<file path="config.mk">
export PLATFORM = sky130hd
export DESIGN_NAME = hazard_ctrl
export DESIGN_NICKNAME = d
export VERILOG_FILES = /design/src/rtl/hazard_ctrl.sv
export SDC_FILE = /design/constraint.sdc
export NUM_CORES = 1
export LEC_CHECK = 0
export BUFFER_PORTS_ARGS = -buffer_cell sky130_fd_sc_hd__buf_2
export CAP_MARGIN = 20
export CORE_MARGIN = 2
export CORE_UTILIZATION = 45
export DETAILED_ROUTE_END_ITERATION = 12
export PLACE_DENSITY = 0.78
export SLEW_MARGIN = 0
export SYNTH_ARGS = -nofsm -noshare
export SYNTH_HDL_FRONTEND = slang
export SYNTH_SLANG_ARGS = --single-unit
</file>
<file path="constraint.sdc">
create_clock -name clk -period 2.4 [get_ports clk]
set_input_delay 0.24 -clock clk [delete_from_list [all_inputs] [get_ports clk]]
set_output_delay 0.24 -clock clk [all_outputs]
set_load 0.005 [all_outputs]
</file>
<file path="src/rtl/hazard_ctrl.sv">
// Pipeline stall/flush controller: load-use bubbles, MEM-stage branch squash and
// data-memory wait freezes, with wait timeout and stall/flush performance counters.
module hazard_ctrl #(
    parameter int unsigned WAIT_MAX = 255,
    parameter int unsigned CNT_W    = 32
) (
    input  logic             clk,
    input  logic             rst_n,
    input  logic [4:0]       Id_Rs,
    input  logic [4:0]       Id_Rt,
    input  logic             Id_UseRs,
    input  logic             Id_UseRt,
    input  logic             Ex_MemRd,
    input  logic [4:0]       Ex_Rw,
    input  logic             Mem_Branch,
    input  logic             Mem_MemAcc,
    input  logic             Dmem_Ready,
    output logic             Pc_WrEn,
    output logic             Pc_Sel,
    output logic             IfId_WrEn,
    output logic             IdEx_WrEn,
    output logic             ExMem_WrEn,
    output logic             MemWr_WrEn,
    output logic             IfId_Flush,
    output logic             IdEx_Flush,
    output logic             ExMem_Flush,
    output logic             Bus_Err,
    output logic [CNT_W-1:0] Stall_Cnt,
    output logic [CNT_W-1:0] Flush_Cnt
);

    localparam logic [0:0] ST_RUN  = 1'b0;
    localparam logic [0:0] ST_WAIT = 1'b1;

    logic [0:0]       state_q, state_d;
    logic [15:0]      wcnt_q, wcnt_d, wcnt_inc;
    logic             bus_err_q, bus_err_d;
    logic [CNT_W-1:0] stall_cnt_q, stall_cnt_d;
    logic [CNT_W-1:0] flush_cnt_q, flush_cnt_d;
    logic             lu, freeze, branch, lu_stall;

    assign lu = Ex_MemRd && (Ex_Rw != 5'd0) &&
                ((Id_UseRs && (Id_Rs == Ex_Rw)) || (Id_UseRt && (Id_Rt == Ex_Rw)));

    // Once the bus has errored the freeze is disabled for good.
    assign freeze   = Mem_MemAcc && !Dmem_Ready && !bus_err_q;
    assign branch   = !freeze && Mem_Branch && !Mem_MemAcc;
    assign lu_stall = !freeze && !branch && lu;

    always_comb begin
        Pc_WrEn     = 1'b1;
        Pc_Sel      = 1'b0;
        IfId_WrEn   = 1'b1;
        IdEx_WrEn   = 1'b1;
        ExMem_WrEn  = 1'b1;
        MemWr_WrEn  = 1'b1;
        IfId_Flush  = 1'b0;
        IdEx_Flush  = 1'b0;
        ExMem_Flush = 1'b0;
        if (freeze) begin
            Pc_WrEn    = 1'b0;
            IfId_WrEn  = 1'b0;
            IdEx_WrEn  = 1'b0;
            ExMem_WrEn = 1'b0;
            MemWr_WrEn = 1'b0;
        end else if (branch) begin
            Pc_Sel      = 1'b1;
            IfId_Flush  = 1'b1;
            IdEx_Flush  = 1'b1;
            ExMem_Flush = 1'b1;
        end else if (lu_stall) begin
            Pc_WrEn    = 1'b0;
            IfId_WrEn  = 1'b0;
            IdEx_Flush = 1'b1;
        end
    end

    // The freeze cycle that enters MEM_WAIT is itself the first wait cycle.
    assign wcnt_inc = (state_q == ST_WAIT) ? wcnt_q + 16'd1 : 16'd1;

    always_comb begin
        state_d   = ST_RUN;
        wcnt_d    = 16'd0;
        bus_err_d = bus_err_q;
        if (freeze) begin
            if (32'(wcnt_inc) >= WAIT_MAX) begin
                bus_err_d = 1'b1;
            end else begin
                state_d = ST_WAIT;
                wcnt_d  = wcnt_inc;
            end
        end
    end

    assign stall_cnt_d = Pc_WrEn ? stall_cnt_q : stall_cnt_q + CNT_W'(1);
    assign flush_cnt_d = branch ? flush_cnt_q + CNT_W'(1) : flush_cnt_q;

    always_ff @(posedge clk or negedge rst_n) begin
        if (!rst_n) begin
            state_q     <= ST_RUN;
            wcnt_q      <= 16'd0;
            bus_err_q   <= 1'b0;
            stall_cnt_q <= '0;
            flush_cnt_q <= '0;
        end else begin
            state_q     <= state_d;
            wcnt_q      <= wcnt_d;
            bus_err_q   <= bus_err_d;
            stall_cnt_q <= stall_cnt_d;
            flush_cnt_q <= flush_cnt_d;
        end
    end

    assign Bus_Err   = bus_err_q;
    assign Stall_Cnt = stall_cnt_q;
    assign Flush_Cnt = flush_cnt_q;

endmodule

</file>
After elaboration in Yosys (flattened, before gate mapping)
Index checks and enable logic that the tools add are counted.

cells by class
  add/sub/neg operators = 3
  $lt $le $gt $ge = 1
  equality and inequality tests = 2
  multiplexer cells = 14
  reductions and logical operators = 18

operator list
  operator                                                            count
  adder 32 x 1 -> 32 bit, second input constant                       2
  2-to-1 mux 16 bit                                                   3
  adder 16 x 1 -> 16 bit, second input constant                       1
  greater-or-equal comparator 16 x 8 -> 1 bit, second input constant  1
  2-to-1 mux 1 bit                                                    11
  == test 5 bit                                                       2
  logical AND 1 bit                                                   10
  logical NOT 1 bit                                                   5
  nonzero test 5 bit                                                  1
  AND reduction 2 bit                                                 1
  logical OR 1 bit                                                    1

word-level totals
  register bits after elaboration = 82
  bits of input ports = 23
  output and inout bits = 74
  word-level logic and storage cells = 43

Depth between registers and ports, before layout
Gate-level depths: netlist (run 1).

  word-level depth = 12
  mapped depth = 7
  depth with buffers taken out = 7

Worst setup path before layout (run 1)
No wires, ideal clock.

  kind = register to register
  from = register wcnt_q[0]
  to = register wcnt_q[1]
  arrival time = 1.853 ns
  data required time = 2.261 ns
  slack = 0.408 ns
  cell stages (with the launch flop) = 8
  buffers on the path = 0
  cell sequence = dfrtp_1 > ha_1 > and3_1 > o21ai_0 > a32oi_1 > or4_1 > nand3_2 > nor3_1

on the way
  longest elaborated chain between the ends = 5

ends and longest elaborated chain
  item                                         RTL line  RTL
  start, declared                              36        logic [15:0] wcnt_q, wcnt_d, wcnt_inc;
  start signal, assigned                       107       wcnt_q <= wcnt_d;
  adder 16 x 1 -> 16 bit (*)                   79        assign wcnt_inc = (state_q == ST_WAIT) ? wcnt_q + 16'd1 : 16'd1;
  2-to-1 mux 16 bit (*)                        79
  greater-or-equal comparator 16 x 8 -> 1 bit  86        if (32'(wcnt_inc) >= WAIT_MAX) begin
  2-to-1 mux 16 bit (*)                        86
  2-to-1 mux 16 bit (*)                        85        if (freeze) begin
  via wcnt_d[1]                                36

Mark *: on every way through the listed nets, which the timed path passes. The rest lies on a longest branch.
A chain may end at the register's enable or synchronous reset.

Worst setup path after layout (run 1)
Ends and elaborated chain as after synthesis.

==> results.cfg, run 1 <==
[status]
run_status = complete, no violations

[sta]
maxClockFrequency_mhz = 460.8
max_slew.worst_pin.slew_ns = 0.6239
period_needed_ns = 2.170
fin_ws_ns = 0.2298
skew_ns = 0.01064
finalSetupTns_ns = 0
max-slew-margin-rel = 0.5841
finalHoldViolations = 0
drv_slew = 0
final_min_period_over_clock_period = 0.9043
grt_setup_unrepaired = false
timing.final.setup_violations = 0

[setup_path]
critical-path-slowest-cell = sky130_fd_sc_hd__or4_1
critical_path.reg2reg.startpoint = wcnt_q[0]$_DFF_PN0_
timing.critical_path.to_type = flip-flop
critical_path.top_delay_family = simple AND/OR/NAND/NOR gates
setup.worst_path.class = flip-flop to flip-flop
cp.buffers_inverters = 0
cp_cell_sequence = ha_1, and3_1, o21ai_0, a32oi_1, or4_1, nand3_2, nor3_1
worstSetupStartpointType = flip-flop
cp.arrival_ns = 2.39
critical_path_peak_fanout = 9
r2r_slack_ns = 0.23
critical_path_required_ns = 2.62
cp_slowest_stage_delay_ns = 0.58
critical_path.reg2reg.endpoint = wcnt_q[1]$_DFF_PN0_
r2r_cells = 7

[min_path]
min_delay_path_depth = 4
worstHoldStart = Mem_Branch
whs_endpoint = Flush_Cnt[1]$_DFFE_PN0P_
timing.hold.worst.class = input port to flip-flop

[clocking]
clock_tree.buffer_depth = 2
clock-root-buffer = sky130_fd_sc_hd__clkbuf_8
worstSkewPairLatency_ns = 0.34
clock_buffers_created_by_tritoncts = 9
cts.htree.levels = 3
clock_sinks = 82
post_cts_repair_setup_buffers = 0
tritoncts_clock_tree = built
cts.clk_slew.worst_paths_ns = 0.09
cts-resized-gates = 0

[logic_synthesis]
post_synth_num_cell_types = 55
async_flop_share = 1.000
synth-warning-count = 0
synth.yosys.seq_area_share = 0.5106
synthFlopType = sky130_fd_sc_hd__dfrtp_1
post_synth_inst_count = 365
postSynthAreaPerCell_um2 = 11.01
synth_edf_count = 0
synth_seq_cells = 82
syn-cell-area_um2 = 4019

[floorplanning]
die_area_um2 = 9702
io_pins = 97
die_height_um = 98.50
die-width_um = 98.50
initial_core_util = 0.4631
fp.coreArea_um2 = 8678
rows = 34

[pwr]
p_leak_nw = 2.429
power.ir.vdd_worst_mv = 0.4779
power_density_nw_per_um2 = 634.2
fin_total_pwr_mw = 3.088

[global_routing]
first_global_vias = 2958
grt_overflow = 0
grt_first_pass_wirelength_um = 14000
grt_antenna_before_repair = 0
overall_global_routing_usage = 0.1757
grt_start_max_net_pins = 51

[final_layout]
num-nets-final = 504
drive_above_1_share = 0.2919
syn_to_final_growth_pct = 21.14
num_antenna_cells = 0
final.fill_count = 760

[placed_design]
hpwl_um = 6241
final_wtd_congestion = 0.8495
io_buffer_count = 96
placement.setup.worst_slack_ns = 0.2357

[routing]
detailedRoute.firstIterationViolations = 195
antenna_violating_nets_post_route = 0
dr.pass1.iters = 5
drt_drc_violations_left = 0
postRouteWirelength_um = 8403
drt-vias-per-instance = 5.218
dr_total_vias = 3084
route.detailed.wl_per_inst_um = 14.22

[run]
drv_cap = 0
-- synth_stat cells (3+ instances only) --
library cell               number  share of area
sky130_fd_sc_hd__o21ai_0        4         0.0050
sky130_fd_sc_hd__nand2b_1       4         0.0062
sky130_fd_sc_hd__nand2_1       30          0.028
sky130_fd_sc_hd__dfrtp_1       82           0.51
sky130_fd_sc_hd__and3_1         5         0.0078
sky130_fd_sc_hd__nor3b_1        5         0.0093
sky130_fd_sc_hd__nor3_1        14          0.017
sky130_fd_sc_hd__nor4_1         6         0.0093
sky130_fd_sc_hd__xor2_1        40          0.087
sky130_fd_sc_hd__buf_4          5         0.0093
sky130_fd_sc_hd__inv_1          6         0.0056
sky130_fd_sc_hd__a31oi_1        3         0.0047
sky130_fd_sc_hd__xnor2_1       40          0.087
sky130_fd_sc_hd__ha_1           3         0.0093
sky130_fd_sc_hd__and4_1         4         0.0087
sky130_fd_sc_hd__nand4_1       20          0.031
sky130_fd_sc_hd__nand3_1       19          0.024
sky130_fd_sc_hd__nor2b_1        3         0.0047
sky130_fd_sc_hd__nor2_1        25          0.023
-- power by group --
group	internal, mW	switching (mW)
clock	0.469	0.512
sequential	1.49	0.147
combinational	0.229	0.242
total	2.19	0.901
-- timing repair --
item | in CTS | in global routing
endpoints found under the hold margin | 47 | 0
hold buffers | 1 | 0
endpoints found under the setup margin | 0 | 0
-- registers in the layout, indices dropped and copies added (netlist names) --
register	count
state_q	1
wcnt_q	16
Bus_Err	1
Stall_Cnt	32
Flush_Cnt	32
-- final cells by class --
cell class | count | area [um^2] | share of cell area
clock inverter | 4 | 33.78 | 0.006939
timing repair buffer | 106 | 560.5 | 0.1151
inverter | 7 | 26.28 | 0.005397
multi-input combinational | 272 | 1896 | 0.3894
tap | 108 | 135.1 | 0.02776
sequential | 82 | 2052 | 0.4215
clock buffer | 12 | 165.2 | 0.03392
-- worst min-delay path, stage by stage --
cell	delay (ns)
sky130_fd_sc_hd__buf_2	0.07
sky130_fd_sc_hd__nand2b_1	0.18
sky130_fd_sc_hd__nand2_1	0.13
sky130_fd_sc_hd__nand2_1	0.05
-- worst max path at each step --
stage	start	to	cells after the start
finish	wcnt_q[0]$_DFF_PN0_	wcnt_q[1]$_DFF_PN0_	7
global route	wcnt_q[0]$_DFF_PN0_	wcnt_q[7]$_DFF_PN0_	7
CTS	wcnt_q[0]$_DFF_PN0_	wcnt_q[1]$_DFF_PN0_	7
detailed placement	wcnt_q[0]$_DFF_PN0_	wcnt_q[3]$_DFF_PN0_	7
global placement	wcnt_q[0]$_DFF_PN0_	wcnt_q[2]$_DFF_PN0_	7
floorplan	wcnt_q[0]$_DFF_PN0_	wcnt_q[1]$_DFF_PN0_	7
-- cell families (layout without fill, tap and decap cells) --
kind of cell	Yosys count	after routing	share of synthesized area
buffers and inverters	18	129	0.02428
adder cells (fa/ha/maj)	3	3	0.009341
multiplexers	1	1	0.002802
other	1	8	0.0009331
XOR/XNOR	80	80	0.1743
flip-flops	82	82	0.5106
AND/OR/NAND/NOR	158	158	0.2279
AO/OA/AOI/OAI	22	22	0.04982
-- layer usage --
layer / global-route usage / part of all wire
met3: 0.03262 / 0.063
met1: 0.2441 / 0.46
met5: 0 / 0
met4: 0.05901 / 0.020
met2: 0.2800 / 0.46
-- layout by cell type (no fill, tap or decap), types with 6 or more instances in the layout --
master                     instances
sky130_fd_sc_hd__conb_1            8
sky130_fd_sc_hd__xor2_1           40
sky130_fd_sc_hd__nand2_1          30
sky130_fd_sc_hd__nand3_1          19
sky130_fd_sc_hd__nand4_1          20
sky130_fd_sc_hd__inv_1             6
sky130_fd_sc_hd__buf_4            10
sky130_fd_sc_hd__buf_2            95
sky130_fd_sc_hd__xnor2_1          40
sky130_fd_sc_hd__nor3_1           14
sky130_fd_sc_hd__dfrtp_1          82
sky130_fd_sc_hd__clkbuf_8         12
sky130_fd_sc_hd__nor2_1           25
sky130_fd_sc_hd__nor4_1            6
-- metrics by stage --
step	util	area, um^2	hold slack, ns	instances
CTS	0.5610	4868	0.3536	591
detailed placement	0.5369	4659	0.3052	574
floorplan	-	4045	-0.05559	372
finish	0.5610	4868	0.3590	591
global placement	0.5369	4659	0.2956	574
global route	0.5610	4868	0.3972	591
Note: power is estimated with default switching activity, not from simulation.
==> run 2: changes to the inputs <==
--- a/config.mk
+++ b/config.mk
@@ -7,6 +7,7 @@
 export LEC_CHECK = 0
 export BUFFER_PORTS_ARGS = -buffer_cell sky130_fd_sc_hd__buf_2
 export CAP_MARGIN = 20
+export CORE_ASPECT_RATIO = 0.5
 export CORE_MARGIN = 2
 export CORE_UTILIZATION = 45
 export DETAILED_ROUTE_END_ITERATION = 12
==> run 2 against run 1 <==
Largest power group unchanged. Count of clock-buffer cells in the layout decreased by 2. Combinational power about the same. Sequential power about the same. Clock power increased by 52%. Sequential share of layout area decreased by 1.2 points.
==> results.cfg, run 2 (same netlist as run 1, synthesis figures left out) <==
[status]
run_status = complete, no violations

[routing]
drt_drc_violations_left = 0
antenna_violating_nets_post_route = 0
postRouteWirelength_um = 8301
dr.pass1.iters = 6
route.detailed.wl_per_inst_um = 13.86
drt-vias-per-instance = 5.075
detailedRoute.firstIterationViolations = 123
dr_total_vias = 3040

[clocking]
clock_buffers_created_by_tritoncts = 9
tritoncts_clock_tree = built
clock-root-buffer = sky130_fd_sc_hd__clkbuf_16
cts.htree.levels = 3
cts.clk_slew.worst_paths_ns = 0.06
clock_sinks = 82
clock_tree.buffer_depth = 2
worstSkewPairLatency_ns = 0.34

[setup_path]
worstSetupEndpoint = wcnt_q[1]$_DFF_PN0_
critical_path.reg2reg.endpoint = wcnt_q[1]$_DFF_PN0_
r2r_cells = 7
startpoint = wcnt_q[0]$_DFF_PN0_
cp.arrival_ns = 2.40
critical_path_required_ns = 2.61
worstSetupStartpointType = flip-flop
timing.critical_path.to_type = flip-flop
setup.worst_path.class = flip-flop to flip-flop
r2r_slack_ns = 0.21
critical_path.reg2reg.startpoint = wcnt_q[0]$_DFF_PN0_
critical_path_peak_fanout = 9

[global_routing]
grt_start_max_net_pins = 83
grt_antenna_before_repair = 0
grt_overflow = 0
grt_first_pass_wirelength_um = 13700
first_global_vias = 2887
overall_global_routing_usage = 0.1823

[final_layout]
final_core_util = 0.5777
num-nets-final = 503
design_area_um2 = 5014
final.fill_count = 711
syn_to_final_growth_pct = 24.75
num_antenna_cells = 0
layout_commonest_cell = sky130_fd_sc_hd__buf_2
most-common-layout-cells = sky130_fd_sc_hd__buf_2, sky130_fd_sc_hd__dfrtp_1, sky130_fd_sc_hd__xor2_1, sky130_fd_sc_hd__xnor2_1, sky130_fd_sc_hd__nand2_1
drive_above_1_share = 0.2905

[floorplanning]
io_pins = 97
fp.coreArea_um2 = 8678
die-width_um = 137.6
initial_core_util = 0.4631
die_area_um2 = 9749
rows = 24
die_height_um = 70.83

[placed_design]
place_area_um2 = 4676
placement.setup.worst_slack_ns = 0.2090
final_wtd_congestion = 0.7954
hpwl_um = 5805
io_buffer_count = 96

[sta]
skew_ns = 0.004588
finalHoldViolations = 0
final_min_period_over_clock_period = 0.9127
fin_ws_ns = 0.2096
drv_slew = 0
grt_setup_unrepaired = false
period_needed_ns = 2.190
finalSetupTns_ns = 0
timing.hold.ws_ns = 0.3523
timing.final.setup_violations = 0
maxClockFrequency_mhz = 456.5

[pwr]
netSwitchingPower_mw = 0.9345
power_density_nw_per_um2 = 717.4
p_leak_nw = 2.484
netSwitchingFraction = 0.2598
power.clock.fraction = 0.415
power_report.internal_total_mw = 2.662
comb_power_share = 0.131
power_frac_seq = 0.454
power.ir.vdd_worst_mv = 0.3565

[run]
drv_cap = 0

[min_path]
timing.hold.worst.class = input port to flip-flop
worstHoldStart = Dmem_Ready
run 2: critical path, cell delays in order (launching register included):
cell	delay [ns]
sky130_fd_sc_hd__dfrtp_1	0.44
sky130_fd_sc_hd__ha_1	0.27
sky130_fd_sc_hd__and3_1	0.19
sky130_fd_sc_hd__o21ai_0	0.17
sky130_fd_sc_hd__a32oi_1	0.11
sky130_fd_sc_hd__or4_1	0.59
sky130_fd_sc_hd__nand3_2	0.20
sky130_fd_sc_hd__nor3_1	0.09
run 2: worst min-delay path by stage:
stage,end,slack (ns),cells after the start
floorplan,Bus_Err$_DFFE_PN0P_,-0.06,0
global placement,Stall_Cnt[0]$_DFFE_PN0N_,0.30,2
detailed placement,Stall_Cnt[0]$_DFFE_PN0N_,0.30,2
CTS,Bus_Err$_DFFE_PN0P_,0.34,5
global route,Bus_Err$_DFFE_PN0P_,0.37,5
finish,Bus_Err$_DFFE_PN0P_,0.35,5
run 2: layout make-up:
class                   instances  area (um^2)  share of cell area
clock inverters                 6        88.84             0.01772
multi-input cells             272         1896              0.3781
well taps                     117        146.4             0.02920
clock buffers                  10        239.0             0.04767
repair buffers                105        565.5              0.1128
inverters                       7        26.28            0.005241
flip-flops and latches         82         2052              0.4093
run 2: repair_timing:
action	CTS	global route
endpoints found under the setup margin	0	2
setup buffers	0	0
gates resized for setup	0	1
hold buffers	1	0
endpoints found under the hold margin	82	0
run 2: per-stage QoR:
| step | std cells | power [mW] |
|---|---|---|
| 2_1_floorplan | 372 | 1.888 |
| 3_3_place_gp | 582 | 2.112 |
| 3_5_place_dp | 582 | 2.125 |
| 4_1_cts | 599 | 3.633 |
| 5_1_grt | 599 | 3.766 |
| 6_report | 599 | 3.597 |
run 2: layer usage:
metal  wire [um]  global-route usage  vias to the layer above
li1            -                   -                     1492
met1        3647              0.2256                     1471
met2        4066              0.2941                       59
met3         378             0.07025                       18
met4         209             0.06415                        0
met5           0                   0                        -
run 2: power by group through the flow:
stage / clock, mW / sequential, mW / combinational [mW]
6_report: 1.49 / 1.63 / 0.470
5_1_grt: 1.58 / 1.66 / 0.526
4_1_cts: 1.52 / 1.63 / 0.479
3_5_place_dp: 0 / 1.65 / 0.473
3_3_place_gp: 0 / 1.64 / 0.468
2_1_floorplan: 0 / 1.64 / 0.245
==> run 3: changes to the inputs <==
--- a/config.mk
+++ b/config.mk
@@ -9,9 +9,9 @@
 export CAP_MARGIN = 20
 export CORE_ASPECT_RATIO = 0.5
 export CORE_MARGIN = 2
-export CORE_UTILIZATION = 45
+export CORE_UTILIZATION = 30
 export DETAILED_ROUTE_END_ITERATION = 12
-export PLACE_DENSITY = 0.78
+export PLACE_DENSITY = 0.59
 export SLEW_MARGIN = 0
 export SYNTH_ARGS = -nofsm -noshare
 export SYNTH_HDL_FRONTEND = slang
==> run 3 against run 2 <==
Cell area increased by 1.3%. Critical path depth is the same. Wire length is 2.4% higher. Flip-flop and latch count unchanged. Worst hold slack lost 0.018 ns. Non-clock buffer count increased by 1. Count of clock-buffer cells in the layout increased by 1. Core utilization is 18 points lower. Final cell count grew 9.0%. Die area grew 48%. Clock skew fell by 0.00068 ns. Highest routed layer unchanged.
==> results.cfg, run 3 (same netlist as run 1, synthesis figures left out) <==
[setup_path]
critical_path_peak_fanout = 9
setup.worst_path.class = flip-flop to flip-flop
timing.critical_path.to_type = flip-flop
cp.arrival_ns = 2.39
worstSetupStartpointType = flip-flop
critical_path_required_ns = 2.61

[final_layout]
drive_above_1_share = 0.2899
num-nets-final = 504
num_antenna_cells = 0
layout_commonest_cell = sky130_fd_sc_hd__buf_2
most-common-layout-cells = sky130_fd_sc_hd__buf_2, sky130_fd_sc_hd__dfrtp_1, sky130_fd_sc_hd__xor2_1, sky130_fd_sc_hd__xnor2_1, sky130_fd_sc_hd__nand2_1
syn_to_final_growth_pct = 26.40
design_area_um2 = 5080

[routing]
route.detailed.wl_per_inst_um = 13.02
dr_total_vias = 3007
antenna_violating_nets_post_route = 0
detailedRoute.firstIterationViolations = 176
drt_drc_violations_left = 0
postRouteWirelength_um = 8503
dr.pass1.iters = 4
drt-vias-per-instance = 4.605

[sta]
finalHoldViolations = 0
max_slew.worst_pin.slew_ns = 0.5642
grt_setup_unrepaired = false
skew_ns = 0.003908
timing.final.setup_violations = 0
drv_slew = 0
finalSetupTns_ns = 0
max-slew-margin-rel = 0.6239
final_min_period_over_clock_period = 0.9119
maxClockFrequency_mhz = 456.9
period_needed_ns = 2.189

[placed_design]
hpwl_um = 6201
final_wtd_congestion = 0.8188
io_buffer_count = 96
place_area_um2 = 4750

[global_routing]
grt_first_pass_wirelength_um = 14260
grt_antenna_before_repair = 0
overall_global_routing_usage = 0.1231
grt_overflow = 0
first_global_vias = 2897
grt_start_max_net_pins = 43

[floorplanning]
die_area_um2 = 14390
rows = 29
die_height_um = 85.84
initial_core_util = 0.3120
die-width_um = 167.7
io_pins = 97
fp.coreArea_um2 = 12880

[clocking]
cts.htree.levels = 3
clock-root-buffer = sky130_fd_sc_hd__clkbuf_16
cts.clk_slew.worst_paths_ns = 0.06
clock_sinks = 82
tritoncts_clock_tree = built
clock_buffers_created_by_tritoncts = 9
clock_tree.buffer_depth = 2
worstSkewPairLatency_ns = 0.33

[pwr]
fin_total_pwr_mw = 3.562
power_density_nw_per_um2 = 701.2
p_leak_nw = 2.490
power.ir.vdd_worst_mv = 0.3682

[min_path]
timing.hold.worst.class = input port to flip-flop

[status]
run_status = complete, no violations

[run]
drv_cap = 0
-- run 3: worst paths after layout --
kind / end / slack, ns / from / cells after the start
hold / removal: Flush_Cnt[0]$_DFFE_PN0P_ / 0.33 / Mem_Branch / 4
max in group asynchronous: Stall_Cnt[23]$_DFFE_PN0N_ / 1.35 / rst_n / 3
min in group asynchronous: wcnt_q[8]$_DFF_PN0_ / 0.45 / rst_n / 2
setup reg to reg: wcnt_q[3]$_DFF_PN0_ / 0.21 / wcnt_q[0]$_DFF_PN0_ / 7
hold reg to reg: Stall_Cnt[31]$_DFFE_PN0N_ / 0.47 / Stall_Cnt[31]$_DFFE_PN0N_ / 1
setup / recovery: wcnt_q[3]$_DFF_PN0_ / 0.21 / wcnt_q[0]$_DFF_PN0_ / 7
-- run 3: per-stage QoR --
step | setup WS [ns] | std cells | util | hold WS, ns
CTS | 0.1960 | 653 | 0.3944 | 0.3281
floorplan | 0.4084 | 372 | - | -0.05559
detailed placement | 0.2111 | 636 | 0.3687 | 0.2721
global route | 0.05572 | 653 | 0.3944 | 0.3692
global placement | 0.2122 | 636 | 0.3687 | 0.2683
finish | 0.2113 | 653 | 0.3944 | 0.3348
-- run 3: cell type report --
| type | instances | area (um^2) |
|---|---|---|
| fill | 1258 | 7801 |
| tap | 170 | 212.7 |
| clock buffer | 11 | 242.7 |
| timing repair buffer | 106 | 573.1 |
| inverter | 7 | 26.28 |
| multi-input combinational | 272 | 1896 |
| clock inverter | 5 | 77.57 |
| sequential | 82 | 2052 |
-- run 3: what timing repair did --
item | CTS | global route
setup buffers | 0 | 0
gates resized for setup | 0 | 1
endpoints found under the setup margin | 0 | 3
hold endpoints to repair | 41 | 0
hold buffers | 1 | 0
-- run 3: worst max-delay path, cell delays in order, from the launching register on --
cell	delay, ns
sky130_fd_sc_hd__dfrtp_1	0.44
sky130_fd_sc_hd__ha_1	0.28
sky130_fd_sc_hd__and3_1	0.20
sky130_fd_sc_hd__o21ai_0	0.17
sky130_fd_sc_hd__a32oi_1	0.11
sky130_fd_sc_hd__or4_1	0.58
sky130_fd_sc_hd__nand3_2	0.21
sky130_fd_sc_hd__nor4_1	0.09
-- run 3: per-layer routing --
metal	up-vias	track usage	routed length (um)
met1	1463	0.1635	4002
met4	0	0.03557	86
met2	46	0.1988	4107
li1	1491	-	-
met5	-	0	0
met3	7	0.03461	306
-- run 3: power breakdown --
| group | switching, mW | total (mW) | internal, mW |
|---|---|---|---|
| Clock | 0.531 | 1.47 | 0.936 |
| Combinational | 0.231 | 0.462 | 0.231 |
| Sequential | 0.141 | 1.63 | 1.49 |
